<file path="config.mk">
export PLATFORM = sky130hd
export DESIGN_NAME = parking_fee_unit
export DESIGN_NICKNAME = d
export VERILOG_FILES = /design/src/rtl/parking_fee_unit.sv
export SDC_FILE = /design/constraint.sdc
export NUM_CORES = 1
export LEC_CHECK = 0
export CORE_ASPECT_RATIO = 1.5
export CORE_UTILIZATION = 38
export CTS_CLUSTER_SIZE = 8
export DETAILED_ROUTE_END_ITERATION = 10
export DONT_BUFFER_PORTS = 1
export GPL_ROUTABILITY_DRIVEN = 0
export SETUP_SLACK_MARGIN = 0.1
export SLEW_MARGIN = 20
export SYNTH_ARGS = -nofsm -noshare
export SYNTH_HDL_FRONTEND = slang
export SYNTH_SLANG_ARGS = --single-unit
export TNS_END_PERCENT = 100
</file>
<file path="constraint.sdc">
create_clock -name clk -period 8.8 [get_ports clk]
set_input_delay 1.76 -clock clk [delete_from_list [all_inputs] [get_ports clk]]
set_output_delay 1.76 -clock clk [all_outputs]
set_load 0.02 [all_outputs]
</file>
<file path="src/rtl/parking_fee_unit.sv">
// parking_fee_unit
//  Ticketing and fee stage of the car park. Each entering car gets the lowest free
//  ticket slot and its entry time is stamped. On exit the stay is priced (every
//  started time unit is billed), the fee is held until payment, then the slot is
//  released.
//
//  Optional feature macro: PARKING_FEE_CAP_EN
//    defined   -> cost = min(width-saturated fee, MAX_FEE)
//    undefined -> only saturation to 2^CW-1 applies
//
//  Ports
//   clk, rst      rising-edge clock, synchronous active-high reset
//   entry_evt     in : car passed the entry bar (1-cycle pulse)
//   entry_ack     out: ticket issued next cycle, ticket_id valid
//   entry_err     out: no free slot, no ticket issued
//   ticket_id     out: last issued slot, held until the next entry_ack
//   exit_req      in : car at exit, exit_id names its slot (accepted only when idle)
//   exit_id       in : slot to settle
//   exit_err      out: exit_id out of range or slot not occupied
//   cost          out: fee of the current settle, held until the next pricing
//   cost_valid    out: high while waiting for payment
//   pay           in : payment done, sampled only while waiting for payment
//   paid          out: 1-cycle pulse, slot released, exit bar may open
//   busy          out: a settle is in progress
module parking_fee_unit #(
   parameter int PMAX           = 5,
   parameter int TW             = 16,
   parameter int TICKS_PER_UNIT = 60,
   parameter int RATE           = 2,
   parameter int CW             = 8,
   parameter int MAX_FEE        = 20
) (
   input  logic          clk,
   input  logic          rst,
   input  logic          entry_evt,
   output logic          entry_ack,
   output logic          entry_err,
   output logic [2:0]    ticket_id,
   input  logic          exit_req,
   input  logic [2:0]    exit_id,
   output logic          exit_err,
   output logic [CW-1:0] cost,
   output logic          cost_valid,
   input  logic          pay,
   output logic          paid,
   output logic          busy
);

   localparam int PW = (TICKS_PER_UNIT > 1) ? $clog2(TICKS_PER_UNIT) : 1;
   // Fee arithmetic is wide enough that RATE * (2^TW) can never overflow.
   localparam int FW = TW + 34;
   localparam logic [FW-1:0] SAT_FEE = FW'((64'd1 << CW) - 64'd1);
`ifdef PARKING_FEE_CAP_EN
   localparam logic [FW-1:0] CAP_FEE = (FW'(MAX_FEE) < SAT_FEE) ? FW'(MAX_FEE) : SAT_FEE;
`else
   // Without the cap the only ceiling is the cost width.
   localparam logic [FW-1:0] CAP_FEE = (MAX_FEE > 0) ? SAT_FEE : SAT_FEE;
`endif

   typedef enum logic [1:0] {IDLE, CALC, WAIT_PAY, RELEASE} state_t;

   state_t          state;
   state_t          state_next;
   logic [PW-1:0]   presc;
   logic [TW-1:0]   now;
   logic [PMAX-1:0] occupied;
   logic [PMAX-1:0] occupied_next;
   logic [TW-1:0]   stamp [PMAX];
   logic [2:0]      sel_slot;
   logic [TW-1:0]   sel_stamp;
   logic            free_found;
   logic [2:0]      free_idx;
   logic            exit_ok;
   logic            alloc;
   logic            accept_exit;
   logic [TW-1:0]   dur;
   logic [TW:0]     units;
   logic [FW-1:0]   fee_wide;
   logic [FW-1:0]   fee_clamp;

   // Lowest free slot, valid-exit check and stamp of the slot being settled. Loops
   // compare indices so slot numbers >= PMAX never index the tables.
   always_comb begin
      free_found = 1'b0;
      free_idx   = '0;
      for (int i = PMAX - 1; i >= 0; i--) begin
         if (!occupied[i]) begin
            free_found = 1'b1;
            free_idx   = 3'(i);
         end
      end
      exit_ok   = 1'b0;
      sel_stamp = '0;
      for (int i = 0; i < PMAX; i++) begin
         if (exit_id == 3'(i) && occupied[i]) begin
            exit_ok = 1'b1;
         end
         if (sel_slot == 3'(i)) begin
            sel_stamp = stamp[i];
         end
      end
   end

   assign alloc       = entry_evt && free_found;
   assign accept_exit = (state == IDLE) && exit_req && exit_ok;

   // The releasing slot stays occupied through the RELEASE cycle, so an entry in
   // that cycle cannot take it; both updates target different bits.
   always_comb begin
      occupied_next = occupied;
      for (int i = 0; i < PMAX; i++) begin
         if (state == RELEASE && sel_slot == 3'(i)) begin
            occupied_next[i] = 1'b0;
         end
         if (alloc && free_idx == 3'(i)) begin
            occupied_next[i] = 1'b1;
         end
      end
   end

   // Modular subtraction keeps the stay correct across a wrap of now; the started
   // unit is billed, so a zero-length stay still costs one unit.
   always_comb begin
      dur       = now - sel_stamp;
      units     = {1'b0, dur} + (TW + 1)'(1);
      fee_wide  = FW'(RATE) * FW'(units);
      fee_clamp = (fee_wide > CAP_FEE) ? CAP_FEE : fee_wide;
   end

   always_ff @(posedge clk) begin
      if (rst) begin
         state <= IDLE;
      end else begin
         state <= state_next;
      end
   end

   always_comb begin
      state_next = state;
      busy       = 1'b1;
      cost_valid = 1'b0;
      paid       = 1'b0;
      case (state)
         IDLE: begin
            busy = 1'b0;
            if (exit_req && exit_ok) begin
               state_next = CALC;
            end
         end
         CALC: begin
            state_next = WAIT_PAY;
         end
         WAIT_PAY: begin
            cost_valid = 1'b1;
            if (pay) begin
               state_next = RELEASE;
            end
         end
         RELEASE: begin
            paid       = 1'b1;
            state_next = IDLE;
         end
         default: begin
            state_next = IDLE;
         end
      endcase
   end

   always_ff @(posedge clk) begin
      if (rst) begin
         presc     <= '0;
         now       <= '0;
         occupied  <= '0;
         ticket_id <= '0;
         entry_ack <= 1'b0;
         entry_err <= 1'b0;
         exit_err  <= 1'b0;
         sel_slot  <= '0;
         cost      <= '0;
         for (int i = 0; i < PMAX; i++) begin
            stamp[i] <= '0;
         end
      end else begin
         if (presc == PW'(TICKS_PER_UNIT - 1)) begin
            presc <= '0;
            now   <= now + 1'b1;
         end else begin
            presc <= presc + 1'b1;
         end
         entry_ack <= alloc;
         entry_err <= entry_evt && !free_found;
         exit_err  <= (state == IDLE) && exit_req && !exit_ok;
         occupied  <= occupied_next;
         if (alloc) begin
            ticket_id <= free_idx;
         end
         for (int i = 0; i < PMAX; i++) begin
            if (alloc && free_idx == 3'(i)) begin
               stamp[i] <= now;
            end
         end
         if (accept_exit) begin
            sel_slot <= exit_id;
         end
         if (state == CALC) begin
            cost <= CW'(fee_clamp);
         end
      end
   end

endmodule

</file>
Word level (Yosys, flattened, before mapping)
Memories as Yosys holds them, arrays and structs flattened.
Index checks and enable logic that the tools add are counted.
{"block": "op_classes", "addsub": 4, "n_eq_ne": 18, "n_mux": 59, "magnitude_cmp": 1, "bitwise": 5, "n_reduce_logical": 34}
{"operator": "$mux 16", "count": 10}
{"operator": "$mux 1", "count": 40}
{"operator": "$logic_and 1x1->1", "count": 21}
{"operator": "$eq 3x2->1 const B", "count": 6}
{"operator": "$gt 18x8->1 const B", "count": 1}
{"operator": "$add 16x1->17 const B", "count": 1}
{"operator": "$add 16x1->16 const B", "count": 1}
{"operator": "$sub 16x16->16", "count": 1}
{"operator": "$mux 3", "count": 5}
{"operator": "$reduce_bool 2->1", "count": 5}
{"operator": "$eq 3x1->1 const B", "count": 3}
{"operator": "$eq 3x3->1 const B", "count": 3}
{"operator": "$logic_not 3->1", "count": 3}
{"operator": "$mux 8", "count": 1}
{"operator": "$pmux 2 s4", "count": 1}
{"operator": "$add 6x1->6 const B", "count": 1}
{"operator": "$eq 6x6->1 const B", "count": 1}
{"operator": "$or 1x1->1", "count": 5}
{"operator": "$eq 2x2->1 const B", "count": 2}
{"operator": "$mux 2", "count": 2}
{"operator": "$ne 2x2->1 const B", "count": 2}
{"operator": "$eq 2x1->1 const B", "count": 1}
{"operator": "$logic_not 1->1", "count": 2}
{"operator": "$logic_not 2->1", "count": 1}
{"operator": "2 further kinds", "count": 2}
{"block": "totals", "elab_cells": 136, "ramBits": 80, "reg_bits": 46, "in_bits": 8, "out_inout_bits": 17, "n_memories": 1}
{"name": "stamp", "depth": 5, "width": 16, "read_ports": 5, "rd_ports_with_merged_regs": 0, "write_ports": 5, "line": "68", "text": "logic [TW-1:0] stamp [PMAX];"}

Depth between registers and ports, before layout
{"block": "depth", "ltp_word": 11, "ltp_mapped": 15, "mapped_depth_nobuf": 15}

Worst setup path after synthesis
Ideal clock, no wire load.
{"block": "synth_timing", "kind": "flip-flop to flip-flop", "start": "register sel_slot[0]", "end": "register cost[1]", "stages_incl_launch_ff": 16, "n_path_buf": 1, "path_slack_ns": 4.379, "setup_ns": 0.140, "period_less_slack_ns": 4.421, "required_ns": 8.660, "arrival_ns": 4.281, "path_cell_list": "dfxtp_1 buf_1 mux4_2 a22o_1 ha_1 inv_1 fa_1 a21o_1 a21oi_2 o31ai_1 a31oi_1 o21ai_0 xor2_1 or4_1 a2111oi_4 a211oi_1"}
{"block": "synth_via", "elab_chain_cells": 10, "elab_cells_between_ends": 14, "cone_classes": "add/sub (2); order compare (1); eq/ne (4); mux (6); reduce/logical (1)"}
{"element": "from (decl)", "line": "69", "text": "logic [2:0] sel_slot;"}
{"element": "from (signal assigned)", "line": "203", "text": "sel_slot <= exit_id;"}
{"element": "$logic_not 3->1", "line": "98", "text": "if (sel_slot == 3'(i)) begin"}
{"element": "$mux 16 (4 in series)", "line": "98"}
{"element": "$mux 16 (*)", "line": "98"}
{"element": "$sub 16x16->16 (*)", "line": "124", "text": "dur = now - sel_stamp;"}
{"element": "$add 16x1->17 (*)", "line": "125", "text": "units = {1'b0, dur} + (TW + 1)'(1);"}
{"element": "$gt 18x8->1", "line": "127", "text": "fee_clamp = (fee_wide > CAP_FEE) ? CAP_FEE : fee_wide;"}
{"element": "$mux 8 (*)", "line": "127"}
{"element": "to (signal assigned)", "line": "206", "text": "cost <= CW'(fee_clamp);"}
{"element": "to (decl)", "line": "42", "text": "output logic [CW-1:0] cost,"}
Mark *: on every way between the ends. The rest lies on a longest branch, timed or not.
A chain may end at the register's enable or synchronous reset.

Worst setup path in the final report
{"block": "layout_timing", "start": "register sel_slot[0]", "end": "register cost[6]"}
The elaborated chain is that of the path after synthesis.

==> summary.md <==
| Metric | Value |
|---|---|
| Initial DRC Count | `between 150 and 200` |
| Unrepaired setup endpoints after global routing | `no` |
| Clk slew on worst S/H paths | `approximately 60 ps` |
| Worst Setup Path Type | `flop to flop` |
| Worst hold margin | `440 ps` |
| H-tree Lvls | `4` |
| Crit path capture | `cost[6]$_SDFFE_PP0N_` |
| Root Driver | `clkbuf_16` |
| Placement-stage worst setup slack | `4110 ps` |
| Crit. Startpoint | `sel_slot[0]$_SDFFE_PP0P_` |
| Number of max-cap violations | `0` |
| Vias | `3723` |
| Top FF cell, synth | `edfxtp_1` |
| Routed Wire Length | `about 12 mm` |
| Max stage delay on crit path | `580 ps` |
| Worst Path Arrival | `4890 ps` |
| Io pins | `25` |
| Fmax | `217 MHz` |
| Mapped Nets | `525` |
| FF-to-FF path depth | `15` |
| Crit path time final | `4610 ps` |
| GRT overflow | `0` |
| Hold_buf cts | `0` |
| HPWL after DPL | `8.33 mm` |
| Die span in x | `105 µm` |
| Critical Path Start Type | `flop` |
| FF+latch count, synth | `126` |
| Register area share after synthesis | `between 50% and 60%` |
| Hold Violations, Final | `0` |
| # diodes | `0` |
| Synth Warn # | `0` |
| Worst slew margin | `36.4%` |
| Initial DRT Pass Iterations | `4` |
| Total Routing Usage GR | `between 10% and 20%` |
| Max Slew Vio Count | `0` |
| Die Y | `approximately 160 µm` |
| Slowest CP cell | `or4_1` |
| # port buffers | `0` |
| Reg2Reg Capture Point | `cost[6]$_SDFFE_PP0N_` |
| CP cell instances | `buf_4 > mux4_2 > a22o_1 > ha_1 > inv_1 > fa_1 > a21o_1 > a21oi_2 > o31ai_1 > a31oi_1 > o21ai_0 > xor2_1 > or4_1 > a2111oi_4 > a211oi_1` |
| WP data required | `9080 ps` |
| Syn Area/Cell | `12.2 µm²` |
| Worst skew pair latency | `420 ps` |
| Dominant cell type by area after synthesis | `edfxtp_1` |
| Post-Route Skew | `7.50 ps` |
| Num Clock Sinks | `approximately 130` |
| Setup TNS | `0 ps` |
| Reg-to-reg slack, setup | `4190 ps` |
| Cts bufs inserted | `17` |
| Antenna violations before repair | `0` |
| Post-synth ARST share | `0%` |
| Die ar. | `16400 µm²` |
| Setup violators final | `0` |
| Critical Path Sink Type | `flop` |
| Min-Delay Path Class | `flop to flop` |
| Leak | `0.00256 µW` |
| CP max FO | `17` |
| Final worst slack | `approximately 4200 ps` |
| Cts repair resizes | `0` |
| Mapped cell area | `around 6000 µm²` |
| Outcome | `complete, no violations` |
| Largest net degree at the start of global routing | `46` |
| Netlist cell types | `61` |
| CTS tree | `done` |
| IR drop worst, VDD | `119 µV` |
| Layout Cells excl Fill | `approximately 700` |
| Cell Rows | `56` |
| Post-synth EDFFs | `80` |
| Fin util | `a little over two fifths` |
| Total placed cells including tap cells | `678` |
| Pwr dens | `around 230 nW/µm²` |
| Area growth from synthesis to layout | `12.4%` |
| First-pass GRT wire length | `19.6 mm` |
| Initial Utilization | `38.8%` |
| Vias in the first global route | `3860` |
| WL per Instance | `16.5 µm` |
| Synth area leaders | `edfxtp_1 (40%), dfxtp_1 (15%), mux4_2 (6.3%)` |
| Yosys top cell area share | `between 30% and 40%` |
| RR Startpoint | `sel_slot[0]$_SDFFE_PP0P_` |
| Share of layout cells above drive strength 1 | `between 10% and 20%` |
| Residual DRC | `0` |
| Period utilisation layout | `52.4%` |
| Routed Antenna Nets | `0` |
| Actual slew at the worst max-slew pin | `around 950 ps` |
| Placeable Area | `15600 µm²` |
| Synth Instances | `roughly 490` |
| Nets | `526` |
| Hold Path Stages | `1` |
| Maximum clock path buffer count | `2` |
| Postcts setup bufs | `0` |
| Via/cell ratio | `~5.2` |
flip-flops by register name, summed over array words and instances (netlist names):
name       flops
cost           8
entry_ack      1
entry_err      1
exit_err       1
now           16
occupied       5
presc          6
sel_slot       3
stamp         80
state          2
ticket_id      3
Yosys cell counts (2+ instances only):
master	instances
and4_1	3
and2_1	15
a21o_1	11
nand2b_1	3
xnor2_1	12
a21oi_1	19
a311oi_1	3
nor3_1	6
and2b_2	2
nor4_1	2
nand4_1	8
dfxtp_1	46
nor2b_1	3
nand3_1	14
edfxtp_1	80
ha_1	23
o21a_1	3
clkbuf_1	15
a21oi_2	2
nor2_1	48
mux4_2	17
nand2_1	30
mux2i_1	7
a22oi_1	16
clkbuf_8	4
xor2_1	24
inv_1	17
a211oi_1	11
and3_1	6
a31oi_1	2
nand3b_1	2
o211ai_1	2
or2_2	2
o21ai_0	8
metrics by stage:
step,cell area [µm²],total power [µW]
floorplan,6030,825
global placement,6190,845
detailed placement,6190,851
CTS,6780,1540
global route,6780,1590
finish,6780,1530
worst min path at each step:
stage                   startpoint                  end  slack [ps]
4_1_cts        presc[0]$_SDFF_PP0_  presc[0]$_SDFF_PP0_         450
2_1_floorplan  presc[0]$_SDFF_PP0_  presc[0]$_SDFF_PP0_         420
3_5_place_dp   presc[0]$_SDFF_PP0_  presc[0]$_SDFF_PP0_         440
5_1_grt        presc[0]$_SDFF_PP0_  presc[0]$_SDFF_PP0_         480
6_report       presc[0]$_SDFF_PP0_  presc[0]$_SDFF_PP0_         440
3_3_place_gp   presc[0]$_SDFF_PP0_  presc[0]$_SDFF_PP0_         430
report_power, final:
part / internal, µW / switching [µW]
logic: 56.5 / 82.8
registers: 662 / 34.8
clock network: 420 / 269
total: 1140 / 387
worst max-delay path, delay by kind of cell (launching register included):
family	cells	cell delay (ps)
AND/OR/NAND/NOR	1	580
adder cells (fa/ha/maj)	2	390
XOR/XNOR	1	100
buffers and inverters	2	440
flip-flops	1	390
AO/OA/AOI/OAI	8	2040
multiplexers	1	540
logic make-up (layout without fill, tap and decap cells):
logic type / count (synthesis) / after routing / synth area share (%)
compound gates: 87 / 87 / 10.4
xor+xnor: 36 / 36 / 5.23
fa+ha+maj: 24 / 24 / 5.10
buf+inv: 40 / 54 / 3.24
flops: 126 / 126 / 55.1
mux: 25 / 25 / 7.70
simple gates: 155 / 155 / 13.2
cell type report:
| type | instances | area (µm²) |
|---|---|---|
| inverter | 18 | 67.6 |
| tap | 203 | 254 |
| timing repair buffer | 4 | 30.0 |
| fill | 1431 | 8780 |
| multi-input combinational | 327 | 2520 |
| clock buffer | 17 | 425 |
| clock inverter | 15 | 159 |
| sequential | 126 | 3320 |
per-layer routing:
metal	routed length, µm	vias up	global-route usage, %
met5	0	-	0
li1	-	1832	-
met1	5110	1802	18.0
met2	5950	66	27.2
met3	341	23	3.29
met4	299	0	8.05
layout by cell type (no fill, tap or decap), types with 3 or more instances in the layout:
| cell type | n |
|---|---|
| a211oi_1 | 11 |
| a21o_1 | 11 |
| a21oi_1 | 19 |
| a22oi_1 | 16 |
| a311oi_1 | 3 |
| and2_1 | 15 |
| and3_1 | 6 |
| and4_1 | 3 |
| buf_4 | 4 |
| clkbuf_16 | 17 |
| clkinv_1 | 3 |
| dfxtp_1 | 46 |
| edfxtp_1 | 80 |
| ha_1 | 23 |
| inv_1 | 17 |
| inv_6 | 5 |
| mux2i_1 | 7 |
| mux4_2 | 17 |
| nand2_1 | 30 |
| nand2b_1 | 3 |
| nand3_1 | 14 |
| nand4_1 | 8 |
| nor2_1 | 48 |
| nor2b_1 | 3 |
| nor3_1 | 5 |
| o21a_1 | 3 |
| o21ai_0 | 8 |
| xnor2_1 | 12 |
| xor2_1 | 24 |
Power figures use the tool's default switching activity.
